--- src/rtl/count_monitor.sv ---
// count_monitor: passive checker for a free-running modulo-2^WIDTH counter.
// It locks onto the increment sequence, then classifies each sample as a wrap,
// a restart or an error, and keeps saturating statistics for each event kind.
//
// Handshake: cnt_valid qualifies cnt_in for the cycle it is high. There is no
// ready or backpressure because the monitor can accept a sample on every cycle.
module count_monitor #(
    parameter int WIDTH  = 3,
    parameter int LOCK_N = 2,
    parameter int STAT_W = 8
) (
    input  logic              clk,
    input  logic              rst,
    input  logic [WIDTH-1:0]  cnt_in,
    input  logic              cnt_valid,
    input  logic              clr,
    output logic              locked,
    output logic              wrap_pulse,
    output logic              restart_pulse,
    output logic              err_pulse,
    output logic [STAT_W-1:0] wrap_count,
    output logic [STAT_W-1:0] restart_count,
    output logic [STAT_W-1:0] err_count,
    output logic [WIDTH-1:0]  last_val,
    output logic [1:0]        dbg_state
);

    typedef enum logic [1:0] {
        S_EMPTY   = 2'd0,
        S_ACQUIRE = 2'd1,
        S_LOCKED  = 2'd2
    } state_t;

    localparam logic [WIDTH-1:0]  CNT_MAX  = '1;
    localparam logic [STAT_W-1:0] STAT_MAX = '1;
    localparam logic [3:0]        LOCK_N_4 = 4'(LOCK_N);

    state_t            state_q;
    logic [3:0]        run_q;
    logic [WIDTH-1:0]  last_val_q;
    logic              wrap_pulse_q, restart_pulse_q, err_pulse_q;
    logic [STAT_W-1:0] wrap_cnt_q, restart_cnt_q, err_cnt_q;
    logic [STAT_W-1:0] wrap_cnt_d, restart_cnt_d, err_cnt_d;

    logic [WIDTH-1:0]  exp_val;
    logic [3:0]        run_inc;
    logic              match;
    logic              wrap_ev, restart_ev, err_ev;

    // Event decode for the current sample and next values of the statistics.
    always_comb begin
        exp_val    = WIDTH'(last_val_q + 1'b1);
        run_inc    = 4'(run_q + 4'd1);
        match      = (cnt_in == exp_val);
        wrap_ev    = cnt_valid && (state_q == S_LOCKED) && match && (last_val_q == CNT_MAX);
        restart_ev = cnt_valid && (state_q == S_LOCKED) && !match && (cnt_in == '0);
        err_ev     = cnt_valid && (state_q == S_LOCKED) && !match && (cnt_in != '0);

        wrap_cnt_d    = wrap_cnt_q;
        restart_cnt_d = restart_cnt_q;
        err_cnt_d     = err_cnt_q;
        if (clr) begin
            // clr wins over any increment in the same cycle
            wrap_cnt_d    = '0;
            restart_cnt_d = '0;
            err_cnt_d     = '0;
        end else begin
            if (wrap_ev && wrap_cnt_q != STAT_MAX)
                wrap_cnt_d = STAT_W'(wrap_cnt_q + 1'b1);
            if (restart_ev && restart_cnt_q != STAT_MAX)
                restart_cnt_d = STAT_W'(restart_cnt_q + 1'b1);
            if (err_ev && err_cnt_q != STAT_MAX)
                err_cnt_d = STAT_W'(err_cnt_q + 1'b1);
        end
    end

    // Lock FSM, sample register, registered pulses and statistics.
    always_ff @(posedge clk) begin
        if (rst) begin
            state_q         <= S_EMPTY;
            run_q           <= '0;
            last_val_q      <= '0;
            wrap_pulse_q    <= 1'b0;
            restart_pulse_q <= 1'b0;
            err_pulse_q     <= 1'b0;
            wrap_cnt_q      <= '0;
            restart_cnt_q   <= '0;
            err_cnt_q       <= '0;
        end else begin
            wrap_pulse_q    <= wrap_ev;
            restart_pulse_q <= restart_ev;
            err_pulse_q     <= err_ev;
            wrap_cnt_q      <= wrap_cnt_d;
            restart_cnt_q   <= restart_cnt_d;
            err_cnt_q       <= err_cnt_d;
            if (cnt_valid) begin
                last_val_q <= cnt_in;
                case (state_q)
                    S_EMPTY: begin
                        state_q <= S_ACQUIRE;
                        run_q   <= '0;
                    end
                    S_ACQUIRE: begin
                        if (!match) begin
                            run_q <= '0;
                        end else if (run_inc == LOCK_N_4) begin
                            state_q <= S_LOCKED;
                            run_q   <= '0;
                        end else begin
                            run_q <= run_inc;
                        end
                    end
                    S_LOCKED: begin
                        // any mismatch (restart or error) drops back to acquisition
                        if (!match) begin
                            state_q <= S_ACQUIRE;
                            run_q   <= '0;
                        end
                    end
                    default: begin
                        state_q <= S_EMPTY;
                        run_q   <= '0;
                    end
                endcase
            end
        end
    end

    assign locked        = (state_q == S_LOCKED);
    assign wrap_pulse    = wrap_pulse_q;
    assign restart_pulse = restart_pulse_q;
    assign err_pulse     = err_pulse_q;
    assign wrap_count    = wrap_cnt_q;
    assign restart_count = restart_cnt_q;
    assign err_count     = err_cnt_q;
    assign last_val      = last_val_q;
    assign dbg_state     = state_q;

endmodule

--- config.mk ---
export PLATFORM = sky130hd
export DESIGN_NAME = count_monitor
export DESIGN_NICKNAME = d
export VERILOG_FILES = /design/src/rtl/count_monitor.sv
export SDC_FILE = /design/constraint.sdc
export NUM_CORES = 1
export LEC_CHECK = 0
export CORE_MARGIN = 1
export CORE_UTILIZATION = 30
export CTS_BUF_LIST = sky130_fd_sc_hd__clkbuf_8
export CTS_CLUSTER_SIZE = 24
export DETAILED_ROUTE_END_ITERATION = 10
export PLACE_DENSITY = 0.52
export RECOVER_POWER = 100
export SYNTH_ARGS = -nofsm -noshare
export SYNTH_HDL_FRONTEND = slang
export SYNTH_SLANG_ARGS = --single-unit
export TNS_END_PERCENT = 1
--- constraint.sdc ---
create_clock -name clk -period 6.6 [get_ports clk]
set_clock_uncertainty 0.1 [all_clocks]
set_input_delay 1.32 -clock clk [delete_from_list [all_inputs] [get_ports clk]]
set_output_delay 1.32 -clock clk [all_outputs]
set_load 0.1 [all_outputs]
==> results.json, run 1 <==
{
  "yosysWarnings": 0,
  "power.total_uw": 464,
  "syn_to_final_growth_pct": 27.6,
  "wl_per_cell_um": 14.3,
  "finalSetupViolations": 0,
  "netlist_area_sq_mm": 0.00193,
  "ys_top_cells_by_area": "dfxtp_1 (37%), ha_1 (4.5%), o31ai_1 (4.3%)",
  "crit_type": "input port to register",
  "num_vias": 1817,
  "clkTransAtPathRegs_ns": 0.09,
  "tritoncts": "built",
  "hold_buffers": 0,
  "syn_area_per_cell_sq_um": 8.90,
  "p_leak_uw": 0.000924,
  "synthMostInstantiatedCell": "dfxtp_1",
  "clock_path_buffers": 2,
  "diodes": 0,
  "rows": 28,
  "cts_setup_buffers": 0,
  "cts_root_buf": "clkbuf_8",
  "die_h_um": 82.2,
  "hold_path_class": "register to register",
  "fin_nets": 267,
  "grt_pass1_vias": 1579,
  "core_area_sq_mm": 0.00606,
  "viasPerCell": 5.52,
  "cts-resized-gates": 0,
  "drive_gt1_share_pct": 5.91,
  "grt_max_degree": 23,
  "gp_congestion": 0.757,
  "start_kind": "input port",
  "grt_first_pass_wirelength_um": 7720,
  "synth.ff_latch_count": 36,
  "antenna_found_initial": 0,
  "hold_violations": 0,
  "ys_seq_area_share_pct": 37.3,
  "slew_viol_final": 39,
  "die_w_um": 82.2,
  "synth_edf_count": 0,
  "die_area_sq_mm": 0.00676,
  "maxCapViolations": 2,
  "worst_pin_slew_ns": 2.35,
  "start_util_pct": 31.9,
  "status": "finished, violations left",
  "drt_drc_violations_left": 0,
  "insertion_delay_ns": 0.30,
  "cp_max_fo": 15,
  "clkSinkCount": 36,
  "grt.overflow.total": 0,
  "port_buffers": 39,
  "ant_nets": 0,
  "netlist_instances": 217,
  "fmax_mhz": 225,
  "dp_hpwl_um": 3310,
  "synth-main-ff-cell": "dfxtp_1",
  "cts_buffers": 5,
  "grt_use_total_pct": 15.0,
  "wl_um": 4700,
  "synth.top_cells.by_count": "dfxtp_1 (36), a21oi_1 (15), nand3_1 (12)",
  "p_per_area_mw_per_mm2": 188,
  "finalSetupTns_ns": 0,
  "hold-worst-slack_ns": 0.403,
  "post-route-min-period_ns": 4.45,
  "synthArstFlopShare_pct": 0,
  "ir_drop_v": 0.0000738,
  "rsz0062_at_grt": "false",
  "synth_largest_area_cell": "dfxtp_1",
  "pin_count": 40,
  "cp.arrival_ns": 4.53,
  "synth_top_area_share_pct": 37.3,
  "n_fill_cell": 635,
  "ys_types": 51,
  "finalCritPeriodShare_pct": 67.4,
  "first_pass_iters": 4,
  "syn_nets": 231,
  "dr.first_iter.drc_count": 65,
  "h-tree-depth": 2,
  "critPathRequiredTime_ns": 6.68,
  "violations": "capacitance limit, slew limit",
  "relSlewSlack_pct": -58.9,
  "cp-end-kind": "register"
}
-- worst paths after layout --
| kind | from | endpoint | slack, ns | cells after the start |
|---|---|---|---|---|
| worst max-delay path | cnt_in[2] | restart_count[2] | 2.15 | 5 |
| worst min-delay path | err_count[7] | err_count[7] | 0.40 | 2 |
| worst max register to register | last_val[0] | restart_count[2] | 2.96 | 6 |
| worst min register to register | err_count[7] | err_count[7] | 0.40 | 2 |
-- area by class of cell --
| cell class | instances | area [sq um] | share of cell area (%) |
|---|---|---|---|
| Inverter | 6 | 22.5 | 0.914 |
| Clock inverter | 3 | 42.5 | 1.73 |
| Clock buffer | 5 | 68.8 | 2.79 |
| Timing Repair Buffer | 39 | 390 | 15.8 |
| Sequential cell | 36 | 721 | 29.2 |
| Tap cell | 75 | 93.8 | 3.81 |
| Multi-Input combinational cell | 165 | 1130 | 45.7 |
-- logic make-up (layout without fill, tap and decap cells) --
family                   count (synthesis)  after routing  synth area share (%)
buffers and inverters                   16             53                  4.01
flip-flops                              36             36                  37.3
AND/OR/NAND/NOR                         86             86                  26.6
AO/OA/AOI/OAI                           60             60                  21.7
multiplexers                             6              6                  3.11
adder cells (fa/ha/maj)                  7              7                  4.53
XOR/XNOR                                 6              6                  2.72
-- report_power, final --
part,switching [uW],internal (uW)
combinational,32.1,13.3
sequential,2.73,219
clock,85.2,112
-- metrics by stage --
step | util, % | area [sq um] | instances | setup slack (ns)
after floorplan | - | 1930 | 217 | 3.19
after global placement | 39.0 | 2370 | 321 | 2.73
after detailed placement | 39.0 | 2370 | 321 | 2.71
after CTS | 40.9 | 2480 | 329 | 3.01
after global routing | 40.7 | 2460 | 329 | 1.73
final | 40.7 | 2460 | 329 | 2.15
-- layer usage --
metal | global-route usage [%] | vias up | part of all wire [%]
met1 | 20.7 | 858 | 50
met3 | 3.74 | 6 | 4.2
met2 | 22.4 | 35 | 44
met5 | 0 | - | 0
met4 | 5.26 | 0 | 1.3
li1 | - | 918 | -
-- placed cells by master, fill, tap and decap left out, drive strengths merged, types with 4 or more instances in the layout --
cell type,n
dfxtp,36
o41ai,4
ha,7
and3,4
nand2,11
nand4,7
inv,6
a21oi,15
or4,9
nor2,11
clkdlybuf4s50,4
clkbuf,5
dlygate4sd3,35
nor3,4
o21ai,9
nand3,12
o31ai,11
or3,10
mux2i,6
o211ai,4
-- worst max-delay path: stages --
cell and delay [ns]:
dlygate4sd3_1 0.63, xor2_1 0.22, o311ai_0 1.87, o311ai_0 0.34, o41ai_1 0.14
-- flip-flops by register name (all words and copies together) (netlist names) --
signal and cells:
dbg_state 2, err_count 8, err_pulse 1, last_val 3
restart_count 8, restart_pulse 1, run_q 4, wrap_count 8
wrap_pulse 1
No activity file was read; power rests on OpenSTA's default activity.
==> run 2, diff against run 1 <==
clock period = 4.4 ns   (was 6.6 ns; I/O delays follow)
==> run 2 against run 1 <==
The flow now finishes without violations. Final area shrank 0.15%. Die area is the same. Worst hold slack lost 0.0057 ns. Core utilization shrank 0.062 points. Non-clock buffer count grew 2. Sequential power grew 50%. First-iteration DRC count grew 54%. Critical path depth shrank 3. Sequential cell count is the same. Worst setup slack lost 0.94 ns. Global-route usage is essentially flat. Critical endpoint is now locked. Largest cell class unchanged. Highest routed layer unchanged.
==> results.json, run 2 (same netlist as run 1, synthesis figures left out) <==
{
  "status": "finished clean",
  "clkTransAtPathRegs_ns": 0.08,
  "maxCapViolations": 0,
  "dr.first_iter.drc_count": 100,
  "intPower_uw": 473,
  "start_util_pct": 31.9,
  "finalSetupViolations": 0,
  "worst_pin_slew_ns": 0.982,
  "core_area_sq_mm": 0.00606,
  "drive_gt1_share_pct": 6.25,
  "comb_power_share_pct": 10.7,
  "finalSetupTns_ns": 0,
  "hold_path_class": "register to register",
  "clock_path_buffers": 2,
  "grt_max_degree": 19,
  "grt.overflow.total": 0,
  "grt_use_total_pct": 15.0,
  "clkSinkCount": 36,
  "placed_area_sq_mm": 0.00238,
  "ant_nets": 0,
  "slew_viol_final": 0,
  "ir_drop_v": 0.000128,
  "cts-resized-gates": 0,
  "cp-end-kind": "output pin",
  "rsz0062_at_grt": "false",
  "h-tree-depth": 2,
  "port_buffers": 39,
  "syn_to_final_growth_pct": 27.4,
  "cts_root_buf": "clkbuf_8",
  "die_area_sq_mm": 0.00676,
  "rows": 28,
  "wl_per_cell_um": 14.0,
  "p_seq_share_pct": 50.8,
  "num_vias": 1774,
  "swShare_pct": 27.5,
  "gp_congestion": 0.733,
  "critPathRequiredTime_ns": 3.42,
  "antenna_found_initial": 0,
  "fmax_mhz": 314,
  "p_leak_uw": 0.000923,
  "hold_buffers": 0,
  "start_kind": "register",
  "dp_hpwl_um": 3320,
  "hold_violations": 0,
  "die_w_um": 82.2,
  "mostFrequentLayoutCell": "dfxtp_1",
  "crit_type": "register to output pin",
  "p_clk_share_pct": 38.5,
  "cts_buffers": 5,
  "drt_drc_violations_left": 0,
  "wl_um": 4630,
  "tritoncts": "built",
  "switchingPower_uw": 179,
  "power.total_uw": 653,
  "final_area_sq_mm": 0.00246,
  "hold-worst-slack_ns": 0.397,
  "relSlewSlack_pct": 34.3,
  "first_pass_iters": 4,
  "diodes": 0,
  "fin_nets": 269,
  "final_core_util_pct": 40.6,
  "die_h_um": 82.2,
  "grt_first_pass_wirelength_um": 7580,
  "grt_pass1_vias": 1606,
  "p_per_area_mw_per_mm2": 265,
  "cts_setup_buffers": 0,
  "cp.arrival_ns": 2.21,
  "cp_max_fo": 10,
  "viasPerCell": 5.36,
  "final_cell_mix": "dfxtp_1 (36), dlygate4sd3_1 (35), a21oi_1 (15)",
  "pin_count": 40,
  "post-route-min-period_ns": 3.19,
  "finalCritPeriodShare_pct": 72.4,
  "insertion_delay_ns": 0.30
}
[run 2: changes by cell type in the layout (fill, tap and decap cells not counted), sizes merged]
cell / delta
bufinv: -1
clkbuf: +3
clkinvlp: -1
clkinv: +1
[run 2: power by group through the flow]
stage | Sequential, uW | Combinational (uW) | Clock [uW]
after global routing | 332 | 75.4 | 272
final | 332 | 69.7 | 251
after CTS | 332 | 73.1 | 262
after global placement | 340 | 73.0 | 0
after detailed placement | 340 | 72.8 | 0
after floorplan | 354 | 36.5 | 0
[run 2: final timing paths]
path	start	cells past startpoint	slack [ns]	endpoint
worst min-delay path	err_count[7]	2	0.40	err_count[7]
worst min register to register	err_count[7]	2	0.40	err_count[7]
worst max-delay path	dbg_state[1]	2	1.21	locked
worst max register to register	last_val[0]	7	1.67	wrap_count[6]
[run 2: final cells by class]
cell class,instances,area [sq um]
Clock buffer,6,82.6
Clock inverter,2,10.0
Fill cell,619,3600
Inverter,6,22.5
Multi-Input combinational cell,165,1130
Sequential cell,36,721
Tap cell,75,93.8
Timing Repair Buffer,41,398
[run 2: metrics by stage]
stage,worst slack (ns),instances
after floorplan,1.43,217
after global placement,1.21,323
after detailed placement,1.15,323
after CTS,1.26,331
after global routing,1.07,331
final,1.21,331
[run 2: critical path, stage by stage, from the launching register on]
cell	delay, ns
dfxtp_1	0.55
and2b_1	0.17
dlygate4sd3_1	1.19
[run 2: per-layer routing]
| metal | wire, um | vias up | GRT usage [%] |
|---|---|---|---|
| met2 | 2010 | 35 | 21.6 |
| met3 | 183 | 5 | 3.08 |
| li1 | - | 919 | - |
| met5 | 0 | - | 0 |
| met4 | 60 | 0 | 7.37 |
| met1 | 2370 | 815 | 20.9 |
